<file path="src/rtl/top_transceiver.sv">
// top_transceiver: UART-style transmitter that sends the ASCII hex digit of a 4-bit address
// as a 10-bit frame (start, 8 data LSB first, stop) on an idle-high line.
module top_transceiver #(
  parameter int CLKS_PER_BIT = 2500
) (
  input  logic       clk,
  input  logic       rst_n,
  input  logic [3:0] input_addr,
  input  logic       start,
  output logic       out
);
  localparam int CW = (CLKS_PER_BIT > 1) ? $clog2(CLKS_PER_BIT) : 1;
  localparam logic [CW-1:0] LAST = CW'(CLKS_PER_BIT - 1);
  typedef enum logic [1:0] {IDLE, START, DATA, STOP} state_t;
  state_t        state;
  logic [CW-1:0] cnt;
  logic [2:0]    idx;
  logic [7:0]    shift;
  logic [7:0]    rom;
  logic          tick;
  // ASCII hex digit: '0'..'9' then 'A'..'F'
  assign rom  = {4'h0, input_addr} + ((input_addr < 4'd10) ? 8'h30 : 8'h37);
  assign tick = (cnt == LAST);
  always_ff @(posedge clk or negedge rst_n) begin
    if (!rst_n) begin
      state <= IDLE;
      cnt   <= '0;
      idx   <= '0;
      shift <= '0;
      out   <= 1'b1;
    end else begin
      case (state)
        IDLE: if (start) begin
          shift <= rom;
          cnt   <= '0;
          idx   <= '0;
          out   <= 1'b0;
          state <= START;
        end
        START: begin
          cnt <= tick ? '0 : cnt + 1'b1;
          if (tick) begin
            out   <= shift[0];
            state <= DATA;
          end
        end
        DATA: begin
          cnt <= tick ? '0 : cnt + 1'b1;
          if (tick && idx == 3'd7) begin
            out   <= 1'b1;
            state <= STOP;
          end else if (tick) begin
            idx   <= idx + 1'b1;
            shift <= {1'b0, shift[7:1]};
            out   <= shift[1];
          end
        end
        STOP: begin
          cnt <= tick ? '0 : cnt + 1'b1;
          if (tick) state <= IDLE;
        end
        default: begin
          state <= IDLE;
          out   <= 1'b1;
        end
      endcase
    end
  end
endmodule

</file>
<file path="config.mk">
export PLATFORM = sky130hd
export DESIGN_NAME = top_transceiver
export DESIGN_NICKNAME = d
export VERILOG_FILES = /design/src/rtl/top_transceiver.sv
export SDC_FILE = /design/constraint.sdc
export NUM_CORES = 1
export LEC_CHECK = 0
export CORE_MARGIN = 2
export CORE_UTILIZATION = 30
export CTS_BUF_LIST = sky130_fd_sc_hd__clkbuf_16
export DETAILED_ROUTE_END_ITERATION = 8
export PLACE_DENSITY = 0.49
export SLEW_MARGIN = 20
export SYNTH_ARGS = -nofsm -noshare
export SYNTH_HDL_FRONTEND = slang
export SYNTH_SLANG_ARGS = --single-unit
export TNS_END_PERCENT = 30
</file>
<file path="constraint.sdc">
create_clock -name clk -period 4.7 [get_ports clk]
set_input_delay 1.41 -clock clk [delete_from_list [all_inputs] [get_ports clk]]
set_output_delay 1.41 -clock clk [all_outputs]
set_load 0.01 [all_outputs]
</file>
**Word level (Yosys, flattened, before mapping)**

Index checks and enable logic that the tools add are counted.

- Add/subtract/negate cells: 3
- Eq/ne operators: 12
- Order comparisons: 1
- Reduce and logical (&&, ||, !) cells: 8
- Mux-type cells: 22

Operator list:

| cell | number |
|---|---|
| 12-bit 2-to-1 mux | 2 |
| 8-bit 2-to-1 mux | 3 |
| 12-bit one-hot mux with 2 select lines | 1 |
| 8-bit one-hot mux with 2 select lines | 1 |
| 12-bit by 1-bit adder with 12-bit output (second input constant) | 1 |
| 12-bit equality test (second input constant) | 1 |
| 3-bit 2-to-1 mux | 4 |
| 2-bit inequality test (second input constant) | 6 |
| 4-bit AND reduction | 3 |
| 2-bit 2-to-1 mux | 4 |
| 2-bit one-hot mux with 4 select lines | 1 |
| 4-bit by 6-bit adder with 7-bit output | 1 |
| 3-bit one-hot mux with 2 select lines | 1 |
| 2-bit equality test (second input constant) | 2 |
| 4-bit < comparator (second input constant) | 1 |
| 1-bit 2-to-1 mux | 4 |
| 3-bit by 1-bit adder with 3-bit output (second input constant) | 1 |
| 3-bit equality test (second input constant) | 1 |
| 3-bit inequality test (second input constant) | 1 |
| 1-bit one-hot mux with 3 select lines | 1 |
| 3-bit nonzero test | 1 |
| 3-bit OR reduction | 1 |
| 2-bit by 1-bit equality test with 1-bit output (second input constant) | 1 |
| 2-bit logical NOT | 1 |
| 2 further kinds | 2 |

- Bits of input ports: 7
- Flip-flop bits (word level): 26
- Logic and storage cells: 51
- Output and inout port bits: 1

**Depth between registers and ports, before layout**

Gate-level depths: netlist of the first run.

- Depth in word-level cells: 5
- Depth in mapped cells: 8
- Gate-level depth less buffers: 7

**Worst setup path after synthesis of the first run**

OpenSTA, ideal clock, no wires.

- Path kind: input -> register
- Start: input port input_addr[2]
- End: register shift[2]
- Slack: 1.998 ns
- Arrival: 2.578 ns
- Setup time: 0.125 ns
- Data required time: 4.575 ns
- Path buffers: 0
- Stages: 7
- Cell sequence: o21a_1 -> ha_1 -> ha_1 -> a21oi_1 -> xor2_1 -> o21ai_0 -> mux2_2

- Longest elaborated chain between the ends: 5

Ends and longest elaborated chain:

| what | RTL line | text |
|---|---|---|
| start, declared | 8 | `input logic [3:0] input_addr,` |
| 4-bit < comparator | 22 | `assign rom = {4'h0, input_addr} + ((input_addr < 4'd10) ? 8'h30 : 8'h37);` |
| 3-bit 2-to-1 mux | 22 |  |
| 4-bit by 6-bit adder with 7-bit output (*) | 22 |  |
| 8-bit 2-to-1 mux (*) | 33 | `IDLE: if (start) begin` |
| 8-bit one-hot mux with 2 select lines (*) | 32 | `case (state)` |
| end signal, assigned | 34 | `shift <= rom;` |
| end signal, assigned | 54 | `shift <= {1'b0, shift[7:1]};` |
| end, declared | 18 | `logic [7:0] shift;` |

Every way passes the cells marked *; elsewhere a longest branch is shown, timed or not. The select of a mux whose other input is x is not followed.
A chain may end at the register's enable or synchronous reset.

**Worst setup path in the final report of the first run**

- Start: input port input_addr[1]
- End: register shift[2]

Same word-level chain as after synthesis.

==> run summary, run 1 <==
The worst setup path is of the in -> reg kind. The global-route usage over all layers was 0.122; the post-route minimum period was 3.11 ns. Cell chosen for the clock root: sky130_fd_sc_hd__clkbuf_16. The synthesized cell area is 1570 sq um.

The worst register-to-register path has a depth of 5. The tools report the gate count after technology mapping as 158. The later-pin clock latency in the skew report is 0.26 ns. Summed over all nets, the half-perimeter wirelength after detailed placement is 2390 microns.

For the worst slack at placement, the log shows 1.32 ns. The total of warnings raised by yosys was 0; the slew at the pin closest to its max-slew limit was 0.590 ns. The tools report the register area share after synthesis as 0.399. The worst setup path is launched from an input port.

Based on the critical path, the design can be clocked at up to 0.322 GHz. The die covers 5840 sq um. For this design, the sink count on the clock tree is 25. The worst-case IR drop observed on VDD is 0.198 mV. The total wirelength of the detailed-routed design is 3410 microns. Placeable core area: 5070 sq um. For the final setup slack of the worst path, the log shows 1.59 ns.

In this run the number of cells on the critical path is 8. The tools report the number of hold buffers added after CTS as 0. Maximum number of pins on one net before global-route repair: 26. The filler cells instantiated in the layout total 516.

The required time of the worst setup path was 4.85 ns. In this run the tool buffered the top-level ports with 7 buffer cells. The share of the cycle needed by the critical path after routing was 0.661. Counting flops with a built-in enable in the synthesized netlist gives 0.

Of all nets on the critical path, the largest fanout is 6. The relative max-transition margin was 0.605; the synthesis-to-finish area growth was 13.8%. From bottom edge to top edge, the die measures 76.4 microns. For the total vias in the final route, the log shows 1269. The synthesized design contains 25 register bits. The number of hold violations in the final report was 0. After the first detailed-routing iteration, the DRC count stood at 75.

Walking the worst path, the cells encountered are clkdlybuf4s50_1 > o21a_1 > ha_1 > ha_1 > a21oi_1 > xor2_1 > o21ai_0 > mux2_2. In this run, CTS created clock tree buffers numbering 3. From left edge to right edge, the die measures 76.4 microns. Dividing the synthesized area by the synthesized cell count gives 9.95 sq um.

The number of H-tree levels came out at 1. The overall overflow remaining after global route was 0; the share of layout cells above drive strength 1 was 0.121. The number of setup buffers added after CTS is 0, and the leakage dissipation is 0.775 nW. The most instantiated flip-flop cell in the synthesis netlist is sky130_fd_sc_hd__dfrtp_1. Dividing the detail-routed wire length by the instance count gives 14.5 microns. The total buffers and inverters traversed by the critical path was 1; the ratio of total power to cell area was 587 nW/um^2. Setup repair after global routing left no endpoint under its margin. The initial antenna violation count is 0, and the clock-pin slew of the registers on the worst-case setup and hold paths is 0.06 ns. Critical-path cell with the highest stage delay: sky130_fd_sc_hd__clkdlybuf4s50_1. The tools report the number of global-route vias before repair as 1230. The number of distinct library cells after synthesis was 47; the number of placement rows was 26. The tools report the first-pass detailed-route iteration total as 4. After detailed routing, the number of vias per cell comes to 5.40.

The tools report the core occupancy in the finished layout as 0.353. The logs give 0 for the number of violations of the max-capacitance limit and 235 for the post-route non-filler standard cell count. The worst setup path is captured at a flip-flop. After clock tree synthesis, the repair step resized 0 gates. TritonCTS built the clock tree. For this run, the slowest stage of the critical path takes 0.52 ns. The run finished with clean final reports.

Setup violations remaining at the end of the flow were counted as 0. First-pass GRT wire length: 5900 microns. The number of nets still failing antenna checks after routing is 0.

Synthesized netlist net count: 175. The number of antenna diodes in the final layout is 0. The logs give 183 for the net count of the finished layout and 0 ns for the aggregate negative setup slack.

The share of synthesized flip-flops with an asynchronous set or reset was 1.00; the DRC violation count after routing was 0. The kind of cell with the highest combined delay along the critical path is buffers and inverters. The congestion estimate from routability-driven global placement came to 0.757.

Data arrives at the worst endpoint at 3.26 ns. The count of cells along the worst hold path was 1; the effective utilization at floorplan was 0.310. In this run, placement finished with an instance count of 231. Count of final max-slew check failures: 0. The logs give 8 for the total I/O pin count and 2 for the maximum clock path buffer count. The critical path's most frequent cell was sky130_fd_sc_hd__ha_1.

For the final database, setup skew stands at 0.00253 ns. The min-delay analysis places its worst path in the category reg -> reg.
[cells by family (layout without fill, tap and decap cells)]
| family | Yosys count | after routing | synth area share |
|---|---|---|---|
| AO/OA/AOI/OAI | 49 | 49 | 0.222 |
| XOR/XNOR | 2 | 2 | 0.0111 |
| adder cells (fa/ha/maj) | 10 | 10 | 0.0796 |
| buffers and inverters | 12 | 19 | 0.0334 |
| flip-flops | 25 | 25 | 0.399 |
| multiplexers | 13 | 13 | 0.0915 |
| AND/OR/NAND/NOR | 47 | 47 | 0.164 |
[worst reg2reg max path, cell delays in order, from the launching register on]
cell                       delay, ns
sky130_fd_sc_hd__dfrtp_1        0.38
sky130_fd_sc_hd__ha_1           0.24
sky130_fd_sc_hd__or4b_1         0.55
sky130_fd_sc_hd__or3_4          0.46
sky130_fd_sc_hd__a211oi_2       0.27
sky130_fd_sc_hd__mux2_1         0.34
[report_power, final]
| part | internal (mW) | switching (mW) |
|---|---|---|
| Combinational | 0.223 | 0.251 |
| Sequential | 0.299 | 0.0856 |
| Clock | 0.114 | 0.0771 |
| Total | 0.637 | 0.414 |
[final cells by class]
class	count	area, sq um	share of cell area
multi-input cells	121	893	0.499
flip-flops and latches	25	627	0.350
inverters	7	26.3	0.0147
clock buffers	3	75.1	0.0419
well taps	70	87.6	0.0489
repair buffers	8	77.6	0.0433
clock inverters	1	3.75	0.00210
[worst paths after layout]
path | from | to | slack (ns)
worst max-delay path | input_addr[1] | shift[2]$_DFFE_PN0P_ | 1.59
worst min-delay path | shift[2]$_DFFE_PN0P_ | shift[2]$_DFFE_PN0P_ | 0.50
min in group asynchronous | rst_n | shift[1]$_DFFE_PN0P_ | 1.51
max in group asynchronous | rst_n | out$_DFFE_PN1P_ | 2.89
worst min register to register | shift[2]$_DFFE_PN0P_ | shift[2]$_DFFE_PN0P_ | 0.50
worst max register to register | cnt[0]$_DFFE_PN0N_ | state[1]$_DFFE_PN0P_ | 2.34
[routing by layer]
layer	up-vias	global-route usage	routed length, microns
met5	-	0	0
met4	0	0.0491	42
met3	6	0.0261	86
met2	19	0.185	1560
met1	631	0.170	1720
li1	613	-	-
[cells in the final DEF (no fill, tap or decap), drive strengths merged, types with 3 or more instances in the layout]
cell type	Yosys	final
dfrtp	24	24
nand2	12	12
mux2	11	11
ha	10	10
a21oi	9	9
inv	7	8
nand3	7	7
nor2	7	7
clkdlybuf4s50	0	7
o21ai	6	6
a22o	6	6
a31oi	6	6
nor2b	3	3
and3	3	3
clkbuf	4	3
a211oi	3	3
[sequential cells by signal, summed over array words and instances, names as in the netlist]
name,flops
idx,3
shift,7
state,2
out,1
cnt,12
[through the flow]
| stage | area (sq um) | hold slack [ns] | power [mW] |
|---|---|---|---|
| finish | 1790 | 0.503 | 1.05 |
| global route | 1790 | 0.516 | 1.13 |
| CTS | 1790 | 0.507 | 1.05 |
| detailed placement | 1710 | 0.493 | 0.858 |
| global placement | 1710 | 0.478 | 0.844 |
| floorplan | 1570 | 0.456 | 0.752 |
[synthesized netlist by cell type (all sizes together) (3+ instances only)]
cell / count / area share
a211oi: 3 / 0.017
mux2: 11 / 0.079
a22o: 6 / 0.033
clkbuf: 4 / 0.0095
ha: 10 / 0.080
nor2b: 3 / 0.012
a31oi: 6 / 0.024
and3: 3 / 0.012
nand3: 7 / 0.022
a21oi: 9 / 0.031
dfrtp: 24 / 0.38
nor2: 7 / 0.017
nand2: 12 / 0.029
o21ai: 6 / 0.019
inv: 7 / 0.017
No activity file was read; power rests on OpenSTA's default activity.
==> inputs of run 2 (changes only) <==
PLACE_DENSITY = 0.5   (was 0.49)
clock period = 2.76 ns   (was 4.7 ns; I/O delays follow)
==> run 2 against run 1 <==
  * Routed wire length down 1.6%
  * Flip-flop and latch count unchanged
  * Largest power group unchanged
  * Count of clock-buffer cells in the layout unchanged
  * Clock power up 70%
  * Die area unchanged
  * Via count up 0.87%
  * Power up 73%
  * Combinational power up 75%
==> run summary, run 2 (synthesized netlist as in run 1, its figures left out) <==
The total vias in the final route is 1280 (+0.87%). The worst setup path is of the reg -> reg kind. The final-layout worst hold slack is 0.502 ns (-0.00144 ns), and the number of vias per cell is 5.31 (-1.6%). The run gives 1840 sq um (+2.5%) as the area of all placed cells without fillers. The core occupancy in the finished layout came out at 0.362 (+0.00888).

The total clock buffers created by CTS is 3 (unchanged), and the number of hold violations in the final report is 0 (unchanged). The worst setup path is launched from a flip-flop. The count of fill cells added during filler insertion came out at 519 (+0.58%). The overall overflow remaining after global route came out at 0 (unchanged).

The most frequent standard cell in the layout excluding fill and tap cells is sky130_fd_sc_hd__dfrtp_1. Met2 track demand over resource: 0.203 (+0.0177). Setup repair after global routing left no endpoint under its margin. For the number of cells after detailed placement, the log shows 237 (+2.6%). In this run the most used layer during global routing was met2. The first-pass GRT wire length came out at 5970 microns (+1.2%). The number of violations of the max-capacitance limit was 0 (unchanged); the number of gates given a new drive strength after cts was 0 (unchanged).

Placed standard-cell area: 1760 sq um (+2.6%). For the number of clock sinks, the log shows 25 (unchanged). For the post-route non-filler standard cell count, the log shows 241 (+2.6%).

Number of nets still failing antenna checks after routing: 0 (unchanged). The worst setup path is captured at a flip-flop. The run gives 2500 microns (+4.9%) as the half-perimeter wire length after placement. Height of the die: 76.4 microns (unchanged). The number of placement rows was 26 (unchanged). The count of buffers inserted at the top-level ports came out at 7 (unchanged). The first-pass detailed-route iteration total was 4 (unchanged).

Area of the die: 5840 sq um (unchanged). Clock tree synthesis selected as its root buffer the cell sky130_fd_sc_hd__clkbuf_16. In the final layout, the registers with the most flip-flops are cnt (12), shift (7), idx (3). The run gives 0.124 (+0.00210) as the global-route usage over all layers.

The number of flip-flops in the largest register came out at 12 (unchanged). The met3 usage in global routing is 0.0213 (-0.00474). More flip-flops sit in one register than any other, and that register is cnt. In the layout the commonest cells are sky130_fd_sc_hd__dfrtp_1, sky130_fd_sc_hd__nand2_1, sky130_fd_sc_hd__mux2_2, sky130_fd_sc_hd__ha_1. The clock-pin slew of the registers on the worst-case setup and hold paths is 0.07 ns (about the same), and the initial antenna violation count is 0 (unchanged). The number of setup buffers added after CTS is 0 (unchanged).

The startpoint identified for the worst register-to-register timing path is cnt[0]$_DFFE_PN0N_. The depth of the most critical reg-to-reg path was 5 (unchanged). Number of global-route vias before repair: 1276 (+3.7%). The leakage dissipation is 0.804 nW (+3.7%), and the violation count after the first detailed-route iteration is 73 (-2.7%).

The final weighted congestion in routability-driven placement came out at 0.778 (+2.8%). The start point of the worst min-delay path is shift[3]$_DFFE_PN0P_. For the clock tree skew after final layout, the log shows 0.00326 ns (+0.000727 ns).

The net count of the finished layout is 189 (+3.3%), and the placeable core area is 5070 sq um (unchanged). The tools report the DRC violation count after routing as 0 (unchanged). The width of the die was 76.4 microns (unchanged); the required time of the worst setup path was 2.90 ns (-1.95 ns). The met1 global-route usage was 0.168 (-0.00111); the count of antenna diodes in the layout was 0 (unchanged). The count of cells along the worst hold path works out to 1 (unchanged). Relative to the synthesized area, the layout overhead comes to 16.7%. The total wirelength of the detailed-routed design is 3350 microns (-1.6%), and the number of setup violations in the final report is 0 (unchanged).

The total I/O pin count is 8 (unchanged). Maximum clock path buffer count: 2 (unchanged). The wire length per cell is 13.9 microns (-4.1%), and the worst-case vdd ir drop is 0.273 mV (+38%).

TritonCTS built the clock tree. The biggest fanout along the worst timing path is 6 (unchanged). The run finished with clean final reports. In this run the worst setup path begins at cnt[0]$_DFFE_PN0N_. The aggregate negative setup slack was 0 ns (unchanged).

For the data arrival time of the critical path, the log shows 2.53 ns (-0.73 ns). The relative max-transition margin came out at 0.597 (-0.00750). The share of the cycle needed by the critical path after routing is 0.863, and the number of H-tree levels is 1 (unchanged).

The slew at the pin closest to its max-slew limit is 0.604 ns (+0.0134 ns). The number of hold buffers added after CTS was 0 (unchanged); the post-route minimum period was 2.38 ns. The top achievable clock speed came out at 0.420 GHz. The ratio of total power to cell area was 987 nW/um^2 (+68%); the maximum number of pins on one net before global-route repair was 26 (unchanged).

The count of final max-slew check failures is 0 (unchanged). The later-pin clock latency in the skew report is 0.26 ns (about the same), and the share of layout cells above drive strength 1 is 0.152 (+0.0308). The effective utilization at floorplan is 0.310 (unchanged). The path class of the tightest hold or removal check is reg -> reg.
run 2: worst max-delay path, stage by stage, from the launching register on:
cell                       delay, ns
sky130_fd_sc_hd__dfrtp_1        0.39
sky130_fd_sc_hd__ha_1           0.25
sky130_fd_sc_hd__or4b_1         0.56
sky130_fd_sc_hd__or3_4          0.46
sky130_fd_sc_hd__a211oi_2       0.28
sky130_fd_sc_hd__mux2_1         0.34
run 2: power breakdown:
| part | internal [mW] | switching (mW) | total (mW) |
|---|---|---|---|
| clock network | 0.194 | 0.131 | 0.325 |
| registers | 0.510 | 0.147 | 0.657 |
| logic | 0.401 | 0.429 | 0.830 |
| total | 1.11 | 0.706 | 1.81 |
run 2: worst paths after layout:
check / endpoint / slack (ns)
max in group asynchronous: out$_DFFE_PN1P_ / 1.53
hold / removal: shift[3]$_DFFE_PN0P_ / 0.50
min in group asynchronous: shift[4]$_DFFE_PN0P_ / 0.93
setup / recovery: state[1]$_DFFE_PN0P_ / 0.38
hold reg to reg: shift[3]$_DFFE_PN0P_ / 0.50
setup reg to reg: state[1]$_DFFE_PN0P_ / 0.38
run 2: cell type report:
type	count	area, sq um	area share
clock buffers	3	75.1	0.0409
clock inverters	1	3.75	0.00204
inverters	7	26.3	0.0143
multi-input cells	121	893	0.487
flip-flops and latches	25	627	0.342
well taps	70	87.6	0.0477
repair buffers	14	123	0.0668
run 2: per-layer routing:
metal / up-vias / wire, microns
li1: 628 / -
met1: 635 / 1650
met2: 12 / 1600
met3: 5 / 64
met4: 0 / 36
met5: - / 0
run 2: metrics by stage:
step | worst slack [ns] | power, mW
after floorplan | 0.588 | 1.28
after global placement | 0.164 | 1.46
after detailed placement | 0.115 | 1.50
after CTS | 0.373 | 1.83
after global routing | 0.275 | 1.96
final | 0.377 | 1.81
==> inputs of run 3 (changes only) <==
PLACE_DENSITY = 0.49   (was 0.5)
clock period = 3.07 ns   (was 2.76 ns; I/O delays follow)
==> run 3 against run 2 <==
  * Flip-flop and latch count did not move
  * Largest cell class unchanged
  * Die area did not move
  * Via count fell by 1.7%
  * Sequential share of layout area rose by 0.40 points
  * Hold slack improved by 0.00088 ns
  * Global-route usage fell by 0.13 points
  * Cell area fell by 1.2%
  * Critical path depth rose by 3
  * Combinational power fell by 12%
  * Routed wire length fell by 1.7%
  * Sequential power fell by 9.9%
  * Count of clock-buffer cells in the layout did not move
==> run summary, run 3 (synthesized netlist as in run 1, its figures left out) <==
The run finished with clean final reports. Endpoint class of the critical path: a flip-flop. The register with the highest flop count was cnt. For the count of final max-slew check failures, the log shows 0 (unchanged). The run gives 0.621 (+0.0232) as the relative max-transition margin. TritonCTS built the clock tree. The clock-pin slew of the registers on the worst-case setup and hold paths was 0.06 ns (about the same). Critical-path cell with the highest stage delay: sky130_fd_sc_hd__clkdlybuf4s50_1. The number of clock sinks is 25 (unchanged), and the worst-case vdd ir drop is 0.248 mV (-8.9%). The nature of the critical path startpoint was an input port. The run gives 0 (unchanged) as the number of setup buffers added after CTS. Traced cell by cell, the critical path runs through clkdlybuf4s50_1 > o21a_1 > ha_1 > ha_1 > a21oi_1 > xor2_1 > o21ai_0 > mux2_2. Number of vias per cell: 5.29 (-0.48%). The cell chosen for the clock root was sky130_fd_sc_hd__clkbuf_16. Number of global-route vias before repair: 1217 (-4.6%). For the first-pass GRT wire length, the log shows 5960 microns (-0.12%). In this run the most critical hold path is launched from shift[3]$_DFFE_PN0P_. The tools report the area of the die as 5840 sq um (unchanged).

The total vias in the final route is 1258 (-1.7%). The placeable core area is 5070 sq um (unchanged), and the number of hold violations in the final report is 0 (unchanged). The slew at the pin closest to its max-slew limit works out to 0.569 ns (-0.0348 ns). The largest registers in the layout are cnt (12), shift (7), idx (3). The height of the die is 76.4 microns (unchanged), and the top achievable clock speed is 0.379 GHz.

The number of placement rows is 26 (unchanged). The share of layout cells above drive strength 1 was 0.143 (-0.00919). The number of H-tree levels was 1 (unchanged); the width of the die was 76.4 microns (unchanged). For the number of violations of the max-capacitance limit, the log shows 0 (unchanged).

The share of the cycle needed by the critical path after routing was 0.860. The aggregate negative setup slack is 0 ns (unchanged). Leaving out fill and tap cells, the most frequent cell in the layout is sky130_fd_sc_hd__dfrtp_1. Setup repair after global routing left no endpoint under its margin. The tools report the clock tree skew after final layout as 0.00488 ns (+0.00162 ns). The run gives 3300 microns (-1.7%) as the total wirelength of the detailed-routed design.

Required time of the worst setup path: 3.21 ns (+0.31 ns). The cell that appears most often on the critical path is sky130_fd_sc_hd__ha_1. The tools report the number of nets still failing antenna checks after routing as 0 (unchanged). The run gives 76 (+4.1%) as the violation count after the first detailed-route iteration.

The number of flip-flops in the largest register is 12 (unchanged), and the count of antenna diodes in the layout is 0 (unchanged). The final weighted congestion in routability-driven placement was 0.775 (-0.40%); the maximum clock path buffer count was 2 (unchanged). The logs give 2500 microns (about the same) for the half-perimeter wire length after placement and 4 (unchanged) for the first-pass detailed-route iteration total.

The run gives 2.78 ns (+0.25 ns) as the data arrival time of the critical path. The ratio of total power to cell area was 890 nW/um^2 (-9.8%); the post-route minimum period was 2.64 ns. Overall overflow remaining after global route: 0 (unchanged). The worst hold path belongs to the class reg -> reg. The library cells used most frequently in the layout, excluding fill and tap cells, are sky130_fd_sc_hd__dfrtp_1, sky130_fd_sc_hd__nand2_1, sky130_fd_sc_hd__mux2_2, sky130_fd_sc_hd__ha_1, sky130_fd_sc_hd__a21oi_1. The maximum number of pins on one net before global-route repair was 19 (-27%); the synthesis-to-finish area growth was 15.4%.

The wire length per cell works out to 13.9 microns (-0.43%). The run gives 0 (unchanged) as the initial antenna violation count. Net count of the finished layout: 186 (-1.6%). The run gives 0.788 nW (-2.0%) as the leakage dissipation. The global-route usage over all layers is 0.123 (-0.00129). Count of buffers inserted at the top-level ports: 7 (unchanged). The later-pin clock latency in the skew report was 0.26 ns (about the same); the number of setup violations in the final report was 0 (unchanged). The overall power was 1.61 mW (-11%).

Biggest fanout along the worst timing path: 6 (unchanged). The most critical setup path has its startpoint at input_addr[1]. The DRC violation count after routing was 0 (unchanged). The largest stage delay on the critical path works out to 0.52 ns (-0.04 ns). The tools report the total I/O pin count as 8 (unchanged).

The critical path is of the in -> reg type. The count of fill cells added during filler insertion came out at 515 (-0.77%). The number of hold buffers added after CTS was 0 (unchanged); the total clock buffers created by CTS was 3 (unchanged). The effective utilization at floorplan was 0.310 (unchanged). The worst register-to-register path begins at cnt[0]$_DFFE_PN0N_.

The number of gates given a new drive strength after cts was 0 (unchanged).
run 3: worst paths after layout:
check / slack, ns / cells after the start / endpoint
min in group asynchronous: 1.01 / 1 / cnt[7]$_DFFE_PN0N_
hold reg to reg: 0.50 / 1 / shift[3]$_DFFE_PN0P_
setup / recovery: 0.43 / 8 / shift[2]$_DFFE_PN0P_
setup reg to reg: 0.65 / 6 / shift[6]$_DFFE_PN0P_
max in group asynchronous: 1.46 / 2 / shift[5]$_DFFE_PN0P_
hold / removal: 0.50 / 1 / shift[3]$_DFFE_PN0P_
run 3: per-layer routing:
metal | share of wire | up-vias | GRT usage
li1 | - | 622 | -
met1 | 0.47 | 614 | 0.169
met2 | 0.49 | 20 | 0.199
met3 | 0.035 | 2 | 0.0225
met4 | 0.0076 | 0 | 0.0327
met5 | 0 | - | 0
run 3: worst max-delay path, delay by kind of cell:
kind                     cells  cell delay, ns
XOR/XNOR                     1            0.15
adder cells (fa/ha/maj)      2            0.44
multiplexers                 1            0.28
buffers and inverters        1            0.52
AO/OA/AOI/OAI                3            0.48
run 3: power breakdown:
group / total (mW) / internal [mW] / switching (mW)
Sequential: 0.592 / 0.458 / 0.133
Combinational: 0.732 / 0.358 / 0.374
Clock: 0.291 / 0.175 / 0.116
run 3: metrics by stage:
stage	instance area (sq um)	setup slack (ns)	hold slack, ns	cells	utilization
4_1_cts	1810	0.439	0.502	238	0.357
2_1_floorplan	1570	0.857	0.456	158	-
5_1_grt	1810	0.305	0.515	238	0.357
3_3_place_gp	1730	0.278	0.479	234	0.342
6_report	1810	0.429	0.502	238	0.357
3_5_place_dp	1730	0.176	0.483	234	0.342
run 3: area by class of cell:
| cell class | instances | area, sq um | share of cell area |
|---|---|---|---|
| multi-input cells | 121 | 893 | 0.492 |
| flip-flops and latches | 25 | 627 | 0.346 |
| repair buffers | 11 | 100 | 0.0552 |
| well taps | 70 | 87.6 | 0.0483 |
| clock buffers | 3 | 75.1 | 0.0414 |
| inverters | 7 | 26.3 | 0.0145 |
| clock inverters | 1 | 5.00 | 0.00276 |
